## config.mk

```make
export PLATFORM = sky130hd
export DESIGN_NAME = acq_udp_packetizer_flat
export DESIGN_NICKNAME = d
export VERILOG_FILES = /design/src/rtl/acq_udp_packetizer_if.sv /design/src/rtl/acq_udp_packetizer.sv /design/src/flat_wrapper.sv
export SDC_FILE = /design/constraint.sdc
export NUM_CORES = 1
export LEC_CHECK = 0
export ABC_AREA = 0
export BUFFER_PORTS_ARGS = -buffer_cell sky130_fd_sc_hd__buf_2
export CAP_MARGIN = 20
export CORE_MARGIN = 3
export CORE_UTILIZATION = 42
export CTS_BUF_LIST = sky130_fd_sc_hd__clkbuf_8
export CTS_CLUSTER_SIZE = 28
export DETAILED_ROUTE_END_ITERATION = 12
export PLACE_DENSITY = 0.68
export SYNTH_ARGS = -nofsm -noshare
export SYNTH_HDL_FRONTEND = slang
export SYNTH_SLANG_ARGS = --single-unit
```

## constraint.sdc

```tcl
create_clock -name clk -period 4.05 [get_ports clk]
set_input_delay 0.405 -clock clk [delete_from_list [all_inputs] [get_ports clk]]
set_output_delay 0.405 -clock clk [all_outputs]
set_load 0.02 [all_outputs]
```

## src/rtl/acq_udp_packetizer_if.sv

```systemverilog
// Acquisition FIFO read side and UDP TX data/status FIFO write side.
interface acq_udp_packetizer_if;
  logic         acq_rdreq;
  logic [107:0] acq_rddata;
  logic         acq_rdempty;
  logic [7:0]   tx_fifo_data;
  logic         tx_fifo_data_write;
  logic         tx_fifo_data_full;
  logic [95:0]  tx_fifo_status;
  logic         tx_fifo_status_write;
  logic         tx_fifo_status_full;

  modport master (
    output acq_rdreq,
    input  acq_rddata,
    input  acq_rdempty,
    output tx_fifo_data,
    output tx_fifo_data_write,
    input  tx_fifo_data_full,
    output tx_fifo_status,
    output tx_fifo_status_write,
    input  tx_fifo_status_full
  );

  modport slave (
    input  acq_rdreq,
    output acq_rddata,
    output acq_rdempty,
    input  tx_fifo_data,
    input  tx_fifo_data_write,
    output tx_fifo_data_full,
    input  tx_fifo_status,
    input  tx_fifo_status_write,
    output tx_fifo_status_full
  );
endinterface

```

## src/rtl/acq_udp_packetizer.sv

```systemverilog
// Packs 108-bit acquisition words into UDP payloads: 4-byte sequence
// header, 14 bytes per word, then one status descriptor per packet.
module acq_udp_packetizer #(
  parameter int WORDS_PER_PACKET = 64
) (
  input  logic        clk,
  input  logic        reset,
  input  logic        enable,
  input  logic [47:0] destination_mac,
  input  logic [31:0] destination_ip,
  output logic        busy,
  output logic [31:0] seq_number,
  acq_udp_packetizer_if.master bus
);

  localparam logic [15:0] LENGTH =
    16'(4 + 14 * WORDS_PER_PACKET);
  localparam int WW = $clog2(WORDS_PER_PACKET + 1);
  localparam logic [WW-1:0] WORDS = WW'(WORDS_PER_PACKET);

  typedef enum logic [2:0] {
    IDLE,
    HEADER,
    LOAD,
    BYTES,
    STATUS
  } state_t;

  state_t          state_q, state_d;
  logic [3:0]      cnt_q, cnt_d;
  logic [WW-1:0]   words_q, words_d;
  logic [111:0]    sreg_q, sreg_d;
  logic [47:0]     mac_q, mac_d;
  logic [31:0]     ip_q, ip_d;
  logic [31:0]     seq_q, seq_d;

  always_ff @(posedge clk) begin
    if (reset) begin
      state_q <= IDLE;
      cnt_q   <= '0;
      words_q <= '0;
      sreg_q  <= '0;
      mac_q   <= '0;
      ip_q    <= '0;
      seq_q   <= '0;
    end else begin
      state_q <= state_d;
      cnt_q   <= cnt_d;
      words_q <= words_d;
      sreg_q  <= sreg_d;
      mac_q   <= mac_d;
      ip_q    <= ip_d;
      seq_q   <= seq_d;
    end
  end

  // The header shares the byte shifter: seq is parked in the top 32 bits.
  always_comb begin
    state_d = state_q;
    cnt_d   = cnt_q;
    words_d = words_q;
    sreg_d  = sreg_q;
    mac_d   = mac_q;
    ip_d    = ip_q;
    seq_d   = seq_q;

    bus.acq_rdreq            = 1'b0;
    bus.tx_fifo_data         = 8'h00;
    bus.tx_fifo_data_write   = 1'b0;
    bus.tx_fifo_status       = '0;
    bus.tx_fifo_status_write = 1'b0;

    unique case (state_q)
      IDLE: begin
        if (enable && !bus.acq_rdempty &&
            !bus.tx_fifo_status_full) begin
          state_d = HEADER;
          mac_d   = destination_mac;
          ip_d    = destination_ip;
          sreg_d  = {seq_q, 80'b0};
          cnt_d   = '0;
          words_d = '0;
        end
      end
      HEADER: begin
        bus.tx_fifo_data = sreg_q[111:104];
        if (!bus.tx_fifo_data_full) begin
          bus.tx_fifo_data_write = 1'b1;
          sreg_d = sreg_q << 8;
          cnt_d  = cnt_q + 4'd1;
          if (cnt_q == 4'd3) begin
            state_d = LOAD;
          end
        end
      end
      LOAD: begin
        if (!bus.acq_rdempty) begin
          bus.acq_rdreq = 1'b1;
          sreg_d  = {4'b0, bus.acq_rddata};
          cnt_d   = '0;
          words_d = words_q + 1'b1;
          state_d = BYTES;
        end
      end
      BYTES: begin
        bus.tx_fifo_data = sreg_q[111:104];
        if (!bus.tx_fifo_data_full) begin
          bus.tx_fifo_data_write = 1'b1;
          sreg_d = sreg_q << 8;
          cnt_d  = cnt_q + 4'd1;
          if (cnt_q == 4'd13) begin
            state_d = (words_q < WORDS) ? LOAD : STATUS;
          end
        end
      end
      STATUS: begin
        bus.tx_fifo_status = {mac_q, ip_q, LENGTH};
        if (!bus.tx_fifo_status_full) begin
          bus.tx_fifo_status_write = 1'b1;
          seq_d   = seq_q + 32'd1;
          state_d = IDLE;
        end
      end
      default: state_d = IDLE;
    endcase
  end

  assign busy       = (state_q != IDLE);
  assign seq_number = seq_q;

endmodule

```

## src/flat_wrapper.sv

```systemverilog
// flat-port wrapper written by rule: the top's interface ports become plain ports
module acq_udp_packetizer_flat 
#(
  parameter int WORDS_PER_PACKET = 64
)
  (clk, reset, enable, destination_mac, destination_ip, busy, seq_number, bus_acq_rdreq, bus_acq_rddata, bus_acq_rdempty, bus_tx_fifo_data, bus_tx_fifo_data_write, bus_tx_fifo_data_full, bus_tx_fifo_status, bus_tx_fifo_status_write, bus_tx_fifo_status_full);
  acq_udp_packetizer_if bus_i ();
  input  logic clk;
  input  logic reset;
  input  logic enable;
  input  logic [47:0] destination_mac;
  input  logic [31:0] destination_ip;
  output logic busy;
  output logic [31:0] seq_number;
  output wire logic [$bits(bus_i.acq_rdreq)-1:0] bus_acq_rdreq;
  input wire logic [$bits(bus_i.acq_rddata)-1:0] bus_acq_rddata;
  input wire logic [$bits(bus_i.acq_rdempty)-1:0] bus_acq_rdempty;
  output wire logic [$bits(bus_i.tx_fifo_data)-1:0] bus_tx_fifo_data;
  output wire logic [$bits(bus_i.tx_fifo_data_write)-1:0] bus_tx_fifo_data_write;
  input wire logic [$bits(bus_i.tx_fifo_data_full)-1:0] bus_tx_fifo_data_full;
  output wire logic [$bits(bus_i.tx_fifo_status)-1:0] bus_tx_fifo_status;
  output wire logic [$bits(bus_i.tx_fifo_status_write)-1:0] bus_tx_fifo_status_write;
  input wire logic [$bits(bus_i.tx_fifo_status_full)-1:0] bus_tx_fifo_status_full;
  assign bus_acq_rdreq = bus_i.acq_rdreq;
  assign bus_i.acq_rddata = bus_acq_rddata;
  assign bus_i.acq_rdempty = bus_acq_rdempty;
  assign bus_tx_fifo_data = bus_i.tx_fifo_data;
  assign bus_tx_fifo_data_write = bus_i.tx_fifo_data_write;
  assign bus_i.tx_fifo_data_full = bus_tx_fifo_data_full;
  assign bus_tx_fifo_status = bus_i.tx_fifo_status;
  assign bus_tx_fifo_status_write = bus_i.tx_fifo_status_write;
  assign bus_i.tx_fifo_status_full = bus_tx_fifo_status_full;
  acq_udp_packetizer #(.WORDS_PER_PACKET(WORDS_PER_PACKET)) u_core (.clk(clk), .reset(reset), .enable(enable), .destination_mac(destination_mac), .destination_ip(destination_ip), .busy(busy), .seq_number(seq_number), .bus(bus_i));
endmodule
```

==> Yosys cells after proc, flatten, opt, wreduce, memory -nomap -nowiden <==
Index checks and enable logic that the tools add are counted.
{ "word_totals": {"inputBits": 194, "wordCells": 68, "output_inout_bits": 140, "register_bits": 238} }
{ "classes": {"n_reduce_logical": 14, "eq_ne": 14, "n_bitwise": 1, "mux": 28, "n_lt_le_gt_ge": 1, "add_sub_neg": 3} }
{ "op_table": {"columns": ["cell", "n"], "rows": [
  ["two-way mux 112 bit", 3],
  ["one-hot mux 112 bit (3 select lines)", 1],
  ["two-way mux 96 bit", 1],
  ["adder 32 x 1 -> 32 bit, second input constant", 1],
  ["two-way mux 3 bit", 8],
  ["one-hot mux 3 bit (5 select lines)", 1],
  ["two-way mux 7 bit", 2],
  ["one-hot mux 7 bit (2 select lines)", 1],
  ["two-way mux 4 bit", 3],
  ["one-hot mux 4 bit (3 select lines)", 1],
  ["inequality test 2 bit, second input constant", 5],
  ["two-way mux 8 bit", 1],
  ["adder 7 x 1 -> 7 bit, second input constant", 1],
  ["< comparator 7 bit, second input constant", 1],
  ["AND reduction 7 bit", 1],
  ["== test 3 x 2 -> 1 bit, second input constant", 2],
  ["two-way mux 1 bit", 6],
  ["inequality test 2 x 1 -> 1 bit, second input constant", 3],
  ["nonzero test 3 bit", 2],
  ["adder 4 x 1 -> 4 bit, second input constant", 1],
  ["== test 4 x 2 -> 1 bit, second input constant", 1],
  ["== test 4 bit, second input constant", 1],
  ["AND reduction 2 bit", 2],
  ["AND reduction 4 bit", 1],
  ["other kinds (9)", 11]
]} }

==> Longest topological paths before layout <==
Gate-level depths: netlist of run 1.
{ "logic_depth": {"ltp_word": 5, "mapped_depth": 8, "depth_no_buf": 7} }

==> Worst setup path before layout of run 1 <==
OpenSTA, ideal clock, no wires.
{ "synth_path": {"kind": "register to output", "startpoint": "reg u_core.state_q[0]", "endpoint": "out bus_tx_fifo_status[86]", "stages_incl_launch_ff": 6, "path_slack_ps": 1978, "arrival_time_ps": 1667, "required_time_ps": 3645, "path_buffers": 3, "path_cell_list": "dfxtp_1 buf_2 nor3b_1 clkbuf_1 clkbuf_1 and2_1"} }
{ "synth_between": {"elab_chain_len": 2} }
{ "synth_rtl": {"columns": ["item", "line", "rtl"], "rows": [
  ["from (decl)", "acq_udp_packetizer.sv:29", "state_t state_q, state_d;"],
  ["from (signal assigned)", "acq_udp_packetizer.sv:47", "state_q <= state_d;"],
  ["== test 3 bit", "acq_udp_packetizer.sv:73", "unique case (state_q)"],
  ["two-way mux 96 bit", "acq_udp_packetizer.sv:73", null],
  ["to (decl)", "flat_wrapper.sv:21", "output wire logic [$bits(bus_i.tx_fifo_status)-1:0] bus_tx_fifo_status;"]
]} }
No other way between the ends.

==> Worst setup path after layout of run 1 <==
{ "layout_path": {"startpoint": "reg u_core.state_q[0]", "endpoint": "out bus_tx_fifo_data_write"} }
{ "layout_between": {"elab_chain_len": 3, "word_cells_on_any_way": 4, "cone_classes": "2 x eq/ne; 1 x mux; 1 x reduce/logical"} }
{ "layout_rtl": {"columns": ["item", "line", "rtl"], "rows": [
  ["== test 3 x 1 -> 1 bit / == test 3 x 2 -> 1 bit (equally long branches)", "acq_udp_packetizer.sv:73", null],
  ["OR reduction 2 bit (no line) (*)", null, null],
  ["two-way mux 1 bit (*)", null, null],
  ["to (decl)", "flat_wrapper.sv:19", "output wire logic [$bits(bus_i.tx_fifo_data_write)-1:0] bus_tx_fifo_data_write;"]
]} }
Mark *: on every way between the ends. The rest lies on a longest branch, timed or not.

==> results.md, run 1 <==
* Power per standard cell area at 394 nW/um2
* Vias at 10100
* Max-slew headroom at 51.6%
* CTS Hold Bufs at 0
* YS warnings at 0
* Worst flop-to-flop path endpoint: u_core.sreg_q[72]$_SDFFE_PP0P_
* Ranking of synthesized cells by area: dfxtp_1 (46%), nand2_1 (7.3%), a21oi_1 (6.9%)
* CTS sink cnt at 238
* Outcome: finished clean
* First-pass GRT wire length at 47.7 mm
* Power, Total at a little over 5 mW
* Max VDD drop at roughly 260 uV
* Hold Path Class: in -> reg
* PnR worst setup slack at 1130 ps
* Routed wire per std cell at 16.0 um
* Post-synthesis sequential area ratio at 45.7%
* Clock tree from TritonCTS: yes
* Flop-to-flop setup slack at 1500 ps
* Final Hold Fails at 0
* DRT iter0 DRCs at 714
* Highest clock rate at 343 MHz
* Clock transition at path regs at 60 ps
* Die height at about 160 um
* CORE AREA at 24400 um2
* R2R depth at 4
* Clock Skew at around 17 ps
* Fin crit share at between 70% and 80%
* Hold EP: u_core.mac_q[47]$_SDFFE_PP0P_
* Max-Cap Viols at 0
* Period minus WS final at 2920 ps
* Sum Neg Setup Slack at 0 ps
* Tot GR Track Use at between 20% and 30%
* Drt total wl at 30.8 mm
* Setup repair after global routing missed its margin: false
* CP required at roughly 3600 ps
* Most common library cells after synthesis: dfxtp_1 (238), nand2_1 (203), a21oi_1 (144)
* Global route overflow at 0
* Via/cell ratio at 5.23
* Synth Instances at 1299
* Dpl cell area at 12100 um2
* # Post-CTS Setup Buffers at 0
* Post_cts resized at 0
* Leading area contributor after synthesis: dfxtp_1
* Hold Path Stages at 3
* Clock root buffer: clkbuf_8
* Post-synth EDFFs at 0
* Rows at 57
* Final Wtd Congestion at about 0.85
* Drt pass-1 iters at 5
* Placed insts at 1845
* Max-slew violations at 0
* Clk buf depth at 3
* Skew-Pair Late Insertion Delay at approximately 530 ps
* Number of port buffers at ~320
* Area of the multi-input gates at 5040 um2
* Most frequent cell after synthesis: dfxtp_1
* Synth top area share at 45.7%
* Post-synth cell types at 45
* Crit. End Element: primary output
* Number of H-tree levels at 2
* Share of layout cells above drive strength 1 at 26.3%
* Synth Register Bits at around 240
* Pin count of the biggest net entering global routing at 108
* Hold path start: destination_mac[47]
* Initial Util at 42.8%
* Syn Area/Cell at 8.03 um2
* Fraction of registers with async set or reset after synthesis at 0%
* FF+latch area at 4760 um2
* WHS at about 100 ps
* Worst setup SP type: register
* Fill count at about 2400
* Worst slew pin tran at 725 ps
* Initial antenna violation count at 9
* Synth-to-layout area growth at 24.3%
* Die ar. at around 27000 um2
* Nets at 1764
* Finished Core Util at 53.2%
* CP max FO at 22
* Final instance area at 13000 um2
* Vias in the first global route at 9384
* # DRC at 0
* Pleak at 5.46 nW
* Mapped cell area at ~10000 um2
* Routed Antenna Nets at 0
* CP Data Arrival Time at 2510 ps
* Ports at 334
* Top_reg_cell synth: dfxtp_1
* Hpwl dp at approximately 21 mm
* Finish-stage setup viols at 0
* Die X at ~160 um
* TritonCTS Buffers at 43
* Final Non-Filler Cells at ~1900
* Worst reg2reg path startpoint: u_core.state_q[0]$_SDFFE_PP0P_
* Kind of critical path: reg -> out
* Worst slack at placement at 1480 ps
[how the worst max path moves through the flow]
stage                                   start                             end  slack [ps]
5_1_grt        u_core.state_q[0]$_SDFFE_PP0P_          bus_tx_fifo_data_write         960
6_report       u_core.state_q[0]$_SDFFE_PP0P_          bus_tx_fifo_data_write        1130
2_1_floorplan  u_core.state_q[0]$_SDFFE_PP0P_          bus_tx_fifo_status[86]        1980
4_1_cts        u_core.state_q[0]$_SDFFE_PP0P_          bus_tx_fifo_data_write        1140
3_3_place_gp                           enable    u_core.cnt_q[2]$_SDFFE_PP0P_        1540
3_5_place_dp                           enable  u_core.sreg_q[72]$_SDFFE_PP0P_        1480
[where the power goes]
group          switching, mW  internal, mW  total (mW)
sequential            0.0445          2.43        2.47
combinational          0.255         0.170       0.424
clock                  0.984          1.23        2.21
[state kept, by name, summed over array words and instances (netlist names)]
name / flops
u_core.cnt_q: 4
u_core.sreg_q: 112
u_core.words_q: 7
u_core.ip_q: 32
u_core.mac_q: 48
u_core.state_q: 3
u_core.seq_number: 32
[area by class of cell]
type | count | share of cell area (%)
Multi-Input combinational cell | 911 | 38.9
Clock buffer | 52 | 5.52
Inverter | 32 | 0.926
Tap cell | 324 | 3.13
Timing Repair Buffer | 340 | 13.7
Sequential cell | 238 | 36.7
Clock inverter | 25 | 1.07
Antenna cell | 2 | 0.0386
[routing by layer]
| metal | GRT usage, % | part of all wire [%] | vias up |
|---|---|---|---|
| met4 | 6.77 | 2.5 | 16 |
| met3 | 7.10 | 8.9 | 72 |
| li1 | - | - | 4995 |
| met5 | 0 | 0.31 | - |
| met1 | 27.1 | 42 | 4636 |
| met2 | 35.5 | 46 | 350 |
[critical path: stages, from the launching register on]
cell	delay (ps)
dfxtp_1	720
nor2b_4	580
nor2b_1	410
buf_2	260
[layout by cell type, fill, tap and decap left out, types with 26 or more instances in the layout]
cell type and instances:
a21oi_1 144, a221oi_1 76, and2_1 91, buf_2 320, clkbuf_8 52, dfxtp_1 238
inv_1 48, nand2_1 203, nor2_1 142, nor3_1 76, o221ai_1 28, xor2_1 26
[cell families (layout without fill, tap and decap cells)]
| kind of cell | count (synthesis) | after routing | share of synthesized area (%) |
|---|---|---|---|
| AND/OR/NAND/NOR | 580 | 580 | 26.3 |
| AO/OA/AOI/OAI | 280 | 280 | 17.8 |
| flip-flops | 238 | 238 | 45.7 |
| buffers and inverters | 161 | 449 | 6.80 |
| XOR/XNOR | 33 | 33 | 2.77 |
| adder cells (fa/ha/maj) | 4 | 4 | 0.480 |
| multiplexers | 2 | 2 | 0.192 |
| other | 1 | 14 | 0.0359 |
(Power assumes the default switching activity.)
==> run 2, diff against run 1 <==
ABC_AREA = 1   (was 0)
PLACE_DENSITY = 0.67   (was 0.68)
clock period = 3 ns   (was 4.05 ns; I/O delays follow)
==> results.md, run 2 <==
* Initial Util at between 40 and 50%
* Most frequent cell after synthesis: inv_1
* Max-Cap Viols at 0
* First-pass GRT wire length at 51.1 mm
* Sum Neg Setup Slack at 0 ps
* Outcome: finished clean
* Clock Skew at between 20 and 25 ps
* Commonest non-fill, non-tap cell in the layout: buf_2
* Clock tree from TritonCTS: yes
* Initial antenna violation count at 2
* Highest clock rate at 359 MHz
* Final Hold Fails at 0
* Number of H-tree levels at 2
* Mapped cell area at around 11000 um2
* Global route overflow at 0
* Vias in the first global route at 10100
* Worst setup SP type: register
* Post-synth EDFFs at 0
* Skew-Pair Late Insertion Delay at around 550 ps
* YS warnings at 0
* Drt pass-1 iters at 6
* Die height at about 170 um
* CP Data Arrival Time at about 2500 ps
* Ranking of synthesized cells by area: dfxtp_1 (42%), o21ai_0 (11%), a21oi_1 (8.4%)
* Pleak at 5.94 nW
* Largest reg by FF count: u_core.sreg_q
* Max VDD drop at approximately 450 uV
* Hold path start: bus_acq_rddata[0]
* # diodes at 0
* Vias at about 11000
* Most common library cells after synthesis: inv_1 (247), nand2_1 (241), o21ai_0 (239)
* Rows at 59
* Post_cts resized at 0
* Fraction of registers with async set or reset after synthesis at 0%
* CP max FO at 45
* Period minus WS final at about 2800 ps
* # DRC at 0
* Most frequent cells in the layout: buf_2 (321), inv_1 (257), nand2_1 (239), o21ai_0 (239), dfxtp_1 (238)
* DRT iter0 DRCs at 900
* Drt total wl at 33.0 mm
* Syn Area/Cell at 6.93 um2
* Fill count at 2651
* Final Wtd Congestion at just under 0.9
* CTS sink cnt at 238
* Max-slew violations at 0
* Power per standard cell area at 724 nW/um2
* Max FFs per register at 112
* Synth-to-layout area growth at 22.6%
* Fin crit share at 92.9%
* Die X at 169 um
* Via/cell ratio at 4.97
* Post-synth cell types at 32
* CORE AREA at 26100 um2
* Synth top area share at 42.5%
* TritonCTS Buffers at 42
* Setup repair after global routing missed its margin: false
* Clk buf depth at 3
* Hold Path Class: in -> reg
* Pin count of the biggest net entering global routing at roughly 120
* Largest registers: u_core.sreg_q: 112 flops, u_core.mac_q: 48 flops
* Post-synthesis sequential area ratio at roughly 42%
* Nets at 2102
* Hpwl dp at about 23 mm
* Finish-stage setup viols at 0
* Worst slew pin tran at 746 ps
* WHS at 26.1 ps
* CP required at 2700 ps
* Die ar. at roughly 29000 um2
* Dpl cell area at 12900 um2
* Routed wire per std cell at 14.6 um
* Max-slew headroom at 50.2%
* Critical path startpoint: u_core.state_q[0]$_SDFFE_PP0P_
* Kind of critical path: reg -> out
* Crit. End Element: primary output
* Synth Instances at 1620
* Share of layout cells above drive strength 1 at 22.8%
* Final instance area at about 14000 um2
* Clock transition at path regs at 60 ps
* Ports at 334
* Leading area contributor after synthesis: dfxtp_1
* Power, Total at 9.95 mW
* Routed Antenna Nets at 0
* Clock root buffer: clkbuf_8
* Tot GR Track Use at between 20% and 30%
* Synth Register Bits at 238
* Top_reg_cell synth: dfxtp_1
* Worst reg2reg path startpoint: u_core.state_q[2]$_SDFFE_PP0P_
* Number of port buffers at 321
==> run 2: cell types whose count changed after synthesis, moves of 44 or more <==
| cell | before | now |
|---|---|---|
| a21oi_1 | 144 | 188 |
| a221oi_1 | 76 | 0 |
| and2_1 | 91 | 0 |
| inv_1 | 32 | 247 |
| nor3_1 | 76 | 7 |
| o21ai_0 | 6 | 239 |
==> run 2: where the power goes <==
| group | internal (mW) | switching, mW | leakage (nW) | total (mW) |
|---|---|---|---|---|
| Clock | 1.57 | 1.30 | 0.452 | 2.87 |
| Sequential | 3.74 | 0.170 | 1.94 | 3.91 |
| Combinational | 1.01 | 2.16 | 3.55 | 3.17 |
| Total | 6.32 | 3.63 | 5.94 | 9.95 |
==> run 2: layout make-up <==
type	instances	area (um2)	share of cell area (%)
Tap cell	335	419	3.05
Multi-Input combinational cell	1022	4970	36.1
Sequential cell	238	4760	34.6
Inverter	253	955	6.94
Clock inverter	15	63.8	0.464
Timing Repair Buffer	347	1850	13.5
Clock buffer	53	729	5.30
==> run 2: repair_timing <==
| action | CTS | global route |
|---|---|---|
| endpoints found under the hold margin | 6 | 0 |
| hold buffers | 6 | 0 |
| setup buffers | 0 | 0 |
==> run 2: per-stage QoR <==
stage	std cells	utilization, %	setup slack, ps
after floorplan	1631	-	1310
after global placement	2189	49.4	826
after detailed placement	2189	49.4	784
after CTS	2263	52.6	202
after global routing	2263	52.6	75.6
final	2263	52.6	214
==> run 2: final timing paths <==
kind | end | slack [ps] | cells past startpoint
max | bus_tx_fifo_status[84] | 210 | 5
min | u_core.sreg_q[0]$_SDFFE_PP0P_ | 30 | 3
max reg2reg | u_core.ip_q[6]$_SDFFE_PP0P_ | 750 | 7
min reg2reg | u_core.sreg_q[65]$_SDFFE_PP0P_ | 450 | 2
==> run 2: critical path: stages (launching register included) <==
cell	delay (ps)
dfxtp_1	510
nor2_4	90
nand2_2	470
buf_4	520
nor2_1	130
buf_2	190
==> run 2: cells by family (layout without fill, tap and decap cells) <==
family	Yosys count	count (layout)	synth area share, %
AO/OA/AOI/OAI	516	516	25.4
XOR/XNOR	2	2	0.156
adder cells (fa/ha/maj)	4	4	0.446
buffers and inverters	371	668	13.8
flip-flops	238	238	42.5
other	1	12	0.0334
AND/OR/NAND/NOR	488	488	17.7
==> run 2: metal layers <==
layer	routed length, um	GRT usage [%]
met3	2380	4.68
met1	14500	27.9
met4	710	6.33
met5	24	0
met2	15400	36.2
==> run 3, diff against run 2 <==
ABC_AREA = 0   (was 1)
PLACE_DENSITY = 0.68   (was 0.67)
==> results.md, run 3 (synthesized netlist as in run 1, its figures left out) <==
* Fin crit share at 92.5%
* Placed insts at 1849
* CORE AREA at 24400 um2
* First-pass GRT wire length at 50.4 mm
* Worst setup SP type: register
* Final Hold Fails at 0
* Crit path max-delay family: simple AND/OR/NAND/NOR gates
* Max VDD drop at 352 uV
* Number of H-tree levels at 2
* Clk buf depth at 3
* CP Data Arrival Time at ~2500 ps
* Kind of critical path: reg -> out
* Number of port buffers at 321
* Slowest-stage cell, CP: dfxtp_1
* Initial antenna violation count at 7
* Pleak at 5.82 nW
* # DRC at 0
* Max-slew violations at 0
* Power, Total at 7.00 mW
* Commonest non-fill, non-tap cell in the layout: buf_2
* Clock tree from TritonCTS: yes
* Routed Antenna Nets at 0
* Tot GR Track Use at 22.7%
* Synth-to-layout area growth at 32.7%
* Skew-Pair Late Insertion Delay at 530 ps
* Crit. End Element: primary output
* Max stage delay on crit path at 720 ps
* Die height at ~160 um
* CP max FO at 17
* Largest reg by FF count: u_core.sreg_q
* Final Non-Filler Cells at around 2000
* Nets at roughly 1800
* CTS sink cnt at about 240
* Clock transition at path regs at 60 ps
* Global route overflow at 0
* Worst slew pin tran at 710 ps
* Ports at between 300 and 400
* Die X at roughly 160 um
* Highest clock rate at roughly 360 MHz
* Vias at 10500
* Critical path buffers and inverters at 2
* Max-slew headroom at 52.6%
* # Post-CTS Setup Buffers at 0
* Post_cts resized at 0
* Pin count of the biggest net entering global routing at ~100
* DRT iter0 DRCs at 830
* Drt pass-1 iters at 7
* Finish-stage setup viols at 0
* Initial Util at 42.8%
* Max FFs per register at between 100 and 150
* Share of layout cells above drive strength 1 at 25.0%
* TritonCTS Buffers at between 40 and 50
* Via/cell ratio at 5.23
* Routed wire per std cell at 16.1 um
* Drt total wl at 32.3 mm
* Clock Skew at 11.0 ps
* Clock root buffer: clkbuf_8
* Hold Path Class: in -> reg
* CP required at 2700 ps
* Period minus WS final at 2780 ps
* Largest registers: u_core.sreg_q: 112 flops, u_core.mac_q: 48 flops
* Setup repair after global routing missed its margin: false
* Vias in the first global route at around 10000
* Max-Cap Viols at 0
* Sum Neg Setup Slack at 0 ps
* Final Wtd Congestion at 0.844
* Outcome: finished clean
* Finished Core Util at 56.8%
* Most frequent cells in the layout: buf_2 (320), dfxtp_1 (238), nand2_1 (203), a21oi_1 (144), nor2_1 (142)
* Die ar. at approximately 27000 um2
* Rows at between 50 and 60
* Hpwl dp at 20.7 mm
* Critical-path cell list: nor2b_4, buf_4, and2_1, buf_2
* Power per standard cell area at 506 nW/um2
## run 3: cell types whose count changed in the layout (fill, tap and decap cells not counted), sizes merged, moves of 41 or more
cell,previous run,this run
nand2,244,203
a21oi,208,145
nor2,184,143
a221oi,0,76
dlygate4sd3,6,79
and2,0,91
inv,264,50
o21ai,239,6
nor3,9,82
## run 3: cell type report
type	instances	area (um2)
fillers	2251	10500
well taps	324	405
inverters	32	120
clock buffers	50	688
clock inverters	25	160
flip-flops and latches	238	4760
multi-input cells	911	5040
repair buffers	423	2660
diodes	2	5.00
## run 3: power breakdown
| group | internal, mW | switching, mW | leakage (nW) | total (mW) |
|---|---|---|---|---|
| registers | 3.28 | 0.0622 | 1.93 | 3.34 |
| clock network | 1.68 | 1.32 | 0.492 | 3.00 |
| logic | 0.305 | 0.359 | 3.40 | 0.664 |
| total | 5.26 | 1.74 | 5.82 | 7.00 |
## run 3: stage by stage
stage	hold slack [ps]	setup WS (ps)	area (um2)
final	21.5	224	13800
after global routing	3.37	47.5	13800
after CTS	0.660	214	13800
after detailed placement	442	655	12200
after global placement	437	712	12200
after floorplan	427	1030	10500
## run 3: worst paths after layout
kind	startpoint	to	slack (ps)	depth (start not counted)
worst min register to register	u_core.sreg_q[104]$_SDFFE_PP0P_	u_core.sreg_q[104]$_SDFFE_PP0P_	450	2
worst max-delay path	u_core.state_q[0]$_SDFFE_PP0P_	bus_tx_fifo_data[7]	220	4
worst max register to register	u_core.state_q[1]$_SDFFE_PP0P_	u_core.sreg_q[72]$_SDFFE_PP0P_	630	5
worst min-delay path	bus_acq_rddata[7]	u_core.sreg_q[7]$_SDFFE_PP0P_	20	3
## run 3: worst register-to-register path: cells and delay by family, from the launching register on
| kind | cells | cell delay (ps) |
|---|---|---|
| buffers and inverters | 1 | 550 |
| AOI/OAI and AO/OA | 2 | 370 |
| and+or+nand+nor | 2 | 710 |
| DFF | 1 | 640 |
## run 3: layer usage
| layer | part of all wire [%] | global-route usage, % | vias up |
|---|---|---|---|
| li1 | - | - | 5160 |
| met1 | 41 | 27.5 | 4852 |
| met2 | 48 | 38.6 | 394 |
| met3 | 8.9 | 6.57 | 73 |
| met4 | 2.5 | 7.92 | 10 |
| met5 | 0.20 | 0 | - |
## run 3: repair_timing
action | in CTS | in global routing
hold buffers | 79 | 0
endpoints found under the setup margin | 0 | 0
endpoints found under the hold margin | 79 | 0
